<file path="config.mk">
export PLATFORM = sky130hd
export DESIGN_NAME = flexbex_ibex_fetch_queue
export DESIGN_NICKNAME = d
export VERILOG_FILES = /design/src/rtl/flexbex_ibex_fetch_queue.sv
export SDC_FILE = /design/constraint.sdc
export NUM_CORES = 1
export LEC_CHECK = 0
export BUFFER_PORTS_ARGS = -buffer_cell sky130_fd_sc_hd__buf_2
export CAP_MARGIN = 15
export CORE_MARGIN = 8
export CORE_UTILIZATION = 40
export CTS_CLUSTER_DIAMETER = 100
export CTS_CLUSTER_SIZE = 16
export DETAILED_ROUTE_END_ITERATION = 7
export PLACE_DENSITY = 0.61
export SYNTH_ARGS = -nofsm -noshare
export SYNTH_HDL_FRONTEND = slang
export SYNTH_SLANG_ARGS = --single-unit
</file>
<file path="constraint.sdc">
create_clock -name clk -period 11.4 [get_ports clk]
set_clock_uncertainty 0.2 [all_clocks]
set_input_delay 1.71 -clock clk [delete_from_list [all_inputs] [get_ports clk]]
set_output_delay 1.71 -clock clk [all_outputs]
set_load 0.005 [all_outputs]
</file>
<file path="src/rtl/flexbex_ibex_fetch_queue.sv">
// Instruction prefetch queue with outstanding-request credit, branch flush and 16/32-bit realigner.
// Define FLEXBEX_FETCH_BYPASS_EN to forward a response straight to out_* when the queue is empty.
module flexbex_ibex_fetch_queue #(
  parameter int DEPTH   = 4,
  parameter int MAX_OUT = 2
) (
  input  logic        clk,
  input  logic        rst_n,
  input  logic        req_i,
  input  logic        branch_i,
  input  logic [31:0] branch_addr_i,
  output logic        instr_req_o,
  output logic [31:0] instr_addr_o,
  input  logic        instr_gnt_i,
  input  logic        instr_rvalid_i,
  input  logic [31:0] instr_rdata_i,
  input  logic        instr_err_i,
  output logic        out_valid_o,
  input  logic        out_ready_i,
  output logic [31:0] out_instr_o,
  output logic [31:0] out_addr_o,
  output logic        out_compressed_o,
  output logic        out_err_o,
  output logic        busy_o
);

  localparam int AW = (DEPTH > 1) ? $clog2(DEPTH) : 1;
  localparam int CW = AW + 1;

  logic [31:0]    r_mem_data [DEPTH];
  logic [DEPTH-1:0] r_mem_err;
  logic [AW-1:0]  r_rd_ptr, r_wr_ptr;
  logic [CW-1:0]  r_count, r_out_q, r_disc_q;
  logic           r_started, r_off;
  logic [31:0]    r_fa, r_out_addr;

  logic           w_gnt, w_drop, w_byp, w_push, w_pop_h, w_pop, w_mem_pop, w_accept;
  logic           w_h_ok, w_two, w_h_err, w_n_err;
  logic [31:0]    w_h_data, w_n_data;
  logic [AW-1:0]  w_nx_ptr;
  logic [CW:0]    w_credit;
  logic           w_valid, w_comp, w_err, w_off_nx;
  logic [31:0]    w_instr;
  logic           w_unused;

  assign w_unused = branch_addr_i[0];

  // Credit counts queued words plus live requests; requests doomed to be discarded free no slot.
  assign w_credit    = {1'b0, r_count} + {1'b0, r_out_q} - {1'b0, r_disc_q};
  assign instr_req_o = r_started & req_i & (r_out_q < CW'(MAX_OUT)) &
                       (w_credit < (CW+1)'(DEPTH));
  assign instr_addr_o = r_fa;
  assign w_gnt   = instr_req_o & instr_gnt_i;
  assign w_drop  = (r_disc_q != '0);
  assign busy_o  = (r_out_q != '0) | instr_req_o;

`ifdef FLEXBEX_FETCH_BYPASS_EN
  assign w_byp = (r_count == '0) & instr_rvalid_i & ~w_drop & ~branch_i;
`else
  assign w_byp = 1'b0;
`endif

  assign w_nx_ptr = r_rd_ptr + AW'(1);
  assign w_h_data = w_byp ? instr_rdata_i : r_mem_data[r_rd_ptr];
  assign w_h_err  = w_byp ? instr_err_i : r_mem_err[r_rd_ptr];
  assign w_n_data = r_mem_data[w_nx_ptr];
  assign w_n_err  = r_mem_err[w_nx_ptr];
  assign w_h_ok   = w_byp | (r_count != '0);
  assign w_two    = (r_count >= CW'(2));

  always_comb begin
    w_valid  = 1'b0;
    w_instr  = '0;
    w_comp   = 1'b0;
    w_err    = 1'b0;
    w_pop_h  = 1'b0;
    w_off_nx = r_off;
    if (w_h_ok) begin
      if (w_h_err) begin
        // Errored word is reported whole and resynchronises the realigner to offset 0.
        w_valid  = 1'b1;
        w_err    = 1'b1;
        w_instr  = w_h_data;
        w_pop_h  = 1'b1;
        w_off_nx = 1'b0;
      end else if (!r_off) begin
        w_valid = 1'b1;
        if (w_h_data[1:0] != 2'b11) begin
          w_comp   = 1'b1;
          w_instr  = {16'h0, w_h_data[15:0]};
          w_off_nx = 1'b1;
        end else begin
          w_instr = w_h_data;
          w_pop_h = 1'b1;
        end
      end else if (w_h_data[17:16] != 2'b11) begin
        w_valid  = 1'b1;
        w_comp   = 1'b1;
        w_instr  = {16'h0, w_h_data[31:16]};
        w_pop_h  = 1'b1;
        w_off_nx = 1'b0;
      end else if (w_two) begin
        w_valid = 1'b1;
        w_err   = w_n_err;
        w_instr = {w_n_data[15:0], w_h_data[31:16]};
        w_pop_h = 1'b1;
      end
    end
  end

  assign out_valid_o      = w_valid;
  assign out_instr_o      = w_instr;
  assign out_compressed_o = w_comp;
  assign out_err_o        = w_err;
  assign out_addr_o       = r_out_addr;

  assign w_accept  = w_valid & out_ready_i & ~branch_i;
  assign w_pop     = w_accept & w_pop_h;
  assign w_mem_pop = w_pop & ~w_byp;
  assign w_push    = instr_rvalid_i & ~w_drop & ~branch_i & ~(w_byp & w_pop);

  always_ff @(posedge clk) begin
    if (w_push) begin
      r_mem_data[r_wr_ptr] <= instr_rdata_i;
      r_mem_err[r_wr_ptr]  <= instr_err_i;
    end
  end

  always_ff @(posedge clk or negedge rst_n) begin
    if (!rst_n) begin
      r_started  <= 1'b0;
      r_off      <= 1'b0;
      r_fa       <= '0;
      r_out_addr <= '0;
      r_rd_ptr   <= '0;
      r_wr_ptr   <= '0;
      r_count    <= '0;
      r_out_q    <= '0;
      r_disc_q   <= '0;
    end else if (branch_i) begin
      r_started  <= 1'b1;
      r_fa       <= {branch_addr_i[31:2], 2'b00};
      r_off      <= branch_addr_i[1];
      r_out_addr <= {branch_addr_i[31:1], 1'b0};
      r_rd_ptr   <= '0;
      r_wr_ptr   <= '0;
      r_count    <= '0;
      r_out_q    <= r_out_q + CW'(w_gnt) - CW'(instr_rvalid_i);
      r_disc_q   <= r_out_q + CW'(w_gnt) - CW'(instr_rvalid_i);
    end else begin
      if (w_gnt) r_fa <= r_fa + 32'd4;
      r_out_q <= r_out_q + CW'(w_gnt) - CW'(instr_rvalid_i);
      if (instr_rvalid_i && w_drop) r_disc_q <= r_disc_q - CW'(1);
      if (w_push) r_wr_ptr <= r_wr_ptr + AW'(1);
      if (w_mem_pop) r_rd_ptr <= w_nx_ptr;
      r_count <= r_count + CW'(w_push) - CW'(w_mem_pop);
      if (w_accept) begin
        r_off      <= w_off_nx;
        r_out_addr <= r_out_addr + (w_comp ? 32'd2 : 32'd4);
      end
    end
  end

endmodule

</file>
==> metrics.csv <==
metric;value;unit
status;complete, no violations;
Via Count;7315;
Remaining Overflow, GRT;0;
post-synthesis share of cell area spent on and, or, nand and nor gates;11.03;%
RSZ-0062 raised after global routing;no;
clock sink count;208;
Critical Path End Type;output port;
antenna violations before repair;5;
count of hold-fix buffers inserted at cts;0;
routed wirelength normalized by instance count;20.22;um
max-cap violation count;0;
final antenna-violating net count;0;
number of buffers inserted by post-CTS setup repair;0;
Std-Cell Core Area;0.02576;mm2
largest net degree at the start of global routing;77;
vias in the first global route;7169;
CP cell instances;buf_4 > mux4_2 > nand3_1 > or4b_1 > o21ai_0 > buf_2;
total setup violations reported at the end of the flow;0;
Final Cell Area;0.01201;mm2
number of warnings printed during yosys synthesis;0;
routing usage on met1;21.93;%
Least-Margin Pin Slew;1.083;ns
number of standard-cell rows in the floorplan;59;
gp weighted congestion;0.7908;
clock slew at the register clock pins of the worst setup and hold paths;0.08;ns
Final Hold Fails;0;
sum of negative setup slack;0;ns
total count of max-transition violations in the final report;0;
Die Footprint;0.03134;mm2
Synth Area in XOR/XNOR;2.533;%
total placed cells including tap cells;1280;
number of standard cells after synthesis;812;
critical path fanouts, max;54;
clk buf depth;3;
post-synthesis cell type count;54;
Cell Pwr Density;176.0;mW/mm2
VDD IR-drop max;0.0001161;V
number of nets in the final layout;1059;
complex-gate fraction of the synthesized area;10.83;%
Tot GR Track Use;16.39;%
crit share post-route;49.76;%
Inserted Clock Buffers;17;
starting density of the core;40.26;%
delay of the slowest cell on the worst path;0.87;ns
deepest level of the CTS H-tree;1;
flops & latches, synth;208;
highest-utilization routing layer at the global route stage;met2;
post-synthesis sequential area ratio;56.56;%
Global Route met2 Usage;26.02;%
worst min-delay path category;flip-flop to flip-flop;
share of layout cells above drive strength 1;28.34;%
critical path type;flip-flop to output port;
relative area change from synthesis to final layout;15.78;%
multiplexer share of the synthesized area;12.03;%
crit start category;flip-flop;
total half-perimeter wirelength after legalization and detailed placement;18120;um
tightest hold margin;0.2701;ns
drt drc;0;
Synth Area in Adders;3.137;%
main combinational cell family by area after synthesis;multiplexers;
I/O Buffers;168;
headroom to the max-slew limit;27.29;%
worst skew pair latency;0.50;ns
area of the mapped netlist;0.01037;mm2
non-filler cells, final;1312;
die height;177.0;um
root buffer cell;sky130_fd_sc_hd__clkbuf_16;
via density per instance;5.575;
number of violations reported at the end of detailed-routing iteration 0;565;
maximum frequency from static timing analysis;176.3;MHz
final wirelength;26530;um
global routing met3 resource utilization;3.670;%
Die X;177.0;um
highest-delay cell along the critical path;sky130_fd_sc_hd__or4b_1;
I/O pin total;173;
WP data arrival;3.76;ns
critical path required time;9.49;ns
average size of a mapped cell;12.77;um2
PostCTS Resize Cnt;0;
total cell area at the placement stage;0.01151;mm2
drt pass-1 iters;5;
TritonCTS clock tree;yes;
Leakage;4.419;nW
shortest period the worst path allows;5.673;ns
first-pass GRT wire length;40520;um
[critical path, delay by kind of cell, from the launching register on]
| kind | cells | cell delay, ns |
|---|---|---|
| AO/OA/AOI/OAI | 1 | 0.48 |
| buffers and inverters | 2 | 0.87 |
| flip-flops | 1 | 0.34 |
| multiplexers | 1 | 0.49 |
| AND/OR/NAND/NOR | 2 | 1.02 |
[flip-flops by register name, summed over array words and instances (netlist names)]
signal,count
r_out_q,3
r_started,1
r_mem_data,128
r_mem_err,4
r_rd_ptr,2
r_off,1
r_disc_q,3
instr_addr_o,30
r_wr_ptr,2
r_count,3
out_addr_o,31
[cell type report]
cell class | instances | area, um2
multi-input cells | 513 | 4126
inverters | 45 | 168.9
clock inverters | 3 | 32.53
fillers | 2371 | 13760
diodes | 3 | 7.507
flip-flops and latches | 208 | 5868
clock buffers | 26 | 459.2
repair buffers | 179 | 925.9
well taps | 335 | 419.2
[logic make-up after synthesis]
kind of cell / count (synthesis)
adders and majority gates: 23
DFF: 208
xor gates and xnor gates: 30
buffers and inverters: 93
and+or+nand+nor: 227
AOI/OAI and AO/OA: 168
muxes: 62
other: 1
[metrics by stage]
step,setup WS (ns),power [mW],util [%]
2_1_floorplan,7.058,1.356,-
3_3_place_gp,6.236,1.570,44.67
3_5_place_dp,6.273,1.580,44.67
4_1_cts,5.714,2.139,46.58
5_1_grt,5.526,2.236,46.59
6_report,5.727,2.113,46.61
[worst paths after layout]
kind | cells past startpoint | slack, ns | to | start
setup / recovery | 6 | 5.73 | out_instr_o[19] | r_rd_ptr[1]
hold / removal | 1 | 0.27 | r_started | r_started
setup reg to reg | 12 | 6.95 | out_addr_o[26] | r_rd_ptr[0]
hold reg to reg | 1 | 0.27 | r_started | r_started
max in group asynchronous | 1 | 9.13 | r_rd_ptr[1] | rst_n
min in group asynchronous | 1 | 1.17 | instr_addr_o[12] | rst_n
[routing by layer]
layer  vias to the layer above  routed length [um]
met5                         -                  40
met4                         6                 673
met3                        46                2023
met2                       219               12320
met1                      3636               11470
li1                       3408                   -
[placed cells by master (no fill, tap or decap), types with 15 or more instances in the layout]
cell                        Yosys  final
sky130_fd_sc_hd__clkbuf_16      0     17
sky130_fd_sc_hd__xor2_1        15     15
sky130_fd_sc_hd__nand3_1       17     17
sky130_fd_sc_hd__dfrtp_1       76     74
sky130_fd_sc_hd__or3_1         15     15
sky130_fd_sc_hd__mux4_2        49     49
sky130_fd_sc_hd__or4_1         15     15
sky130_fd_sc_hd__ha_1          18     18
sky130_fd_sc_hd__buf_2         13    167
sky130_fd_sc_hd__a21oi_1       39     39
sky130_fd_sc_hd__inv_1         44     44
sky130_fd_sc_hd__nand2_1       75     75
sky130_fd_sc_hd__edfxtp_1     132    132
sky130_fd_sc_hd__nor2_1        41     41
sky130_fd_sc_hd__o21ai_0       22     22
sky130_fd_sc_hd__xnor2_1       15     15
sky130_fd_sc_hd__a31oi_1       25     25
[synthesized netlist by cell type, drive strengths merged]
cell type	n	area, um2
o311a	3	30.03
buf	23	136.4
or2	5	31.28
a21oi	39	195.2
nor4	9	62.56
or3	15	93.84
or4b	1	10.01
clkbuf	25	93.84
o211ai	7	52.55
nor3	10	55.05
conb	1	3.750
fa	5	100.1
edfxtp	132	3964
and3	7	43.79
a31o	1	8.760
nand4	13	81.33
o22a	1	8.760
nor2b	2	12.51
nor2	41	153.9
inv	44	165.2
xnor2	15	131.4
mux2i	2	20.02
a221oi	1	8.760
o22ai	1	6.260
and3b	1	8.760
mux4	49	1104
mux2	11	123.9
o2111ai	15	131.4
o31a	14	122.6
and2	7	43.79
clkinv	1	3.750
xor2	15	131.4
dfrtp	76	1902
nand3	18	102.6
o21ai	35	182.7
or4	15	112.6
a31oi	25	156.4
nand2	75	281.5
o311ai	1	8.760
o21a	7	52.55
ha	18	225.2
o31ai	14	105.1
nand2b	8	50.05
a311oi	2	17.52
a2111oi	2	36.29
[power by group]
part           switching (mW)  internal, mW  leakage, nW  total, mW
clock                   0.271         0.283        0.232      0.553
sequential             0.0527         0.861         2.06      0.913
combinational           0.394         0.253         2.13      0.647
Note: power is estimated with default switching activity, not from simulation.
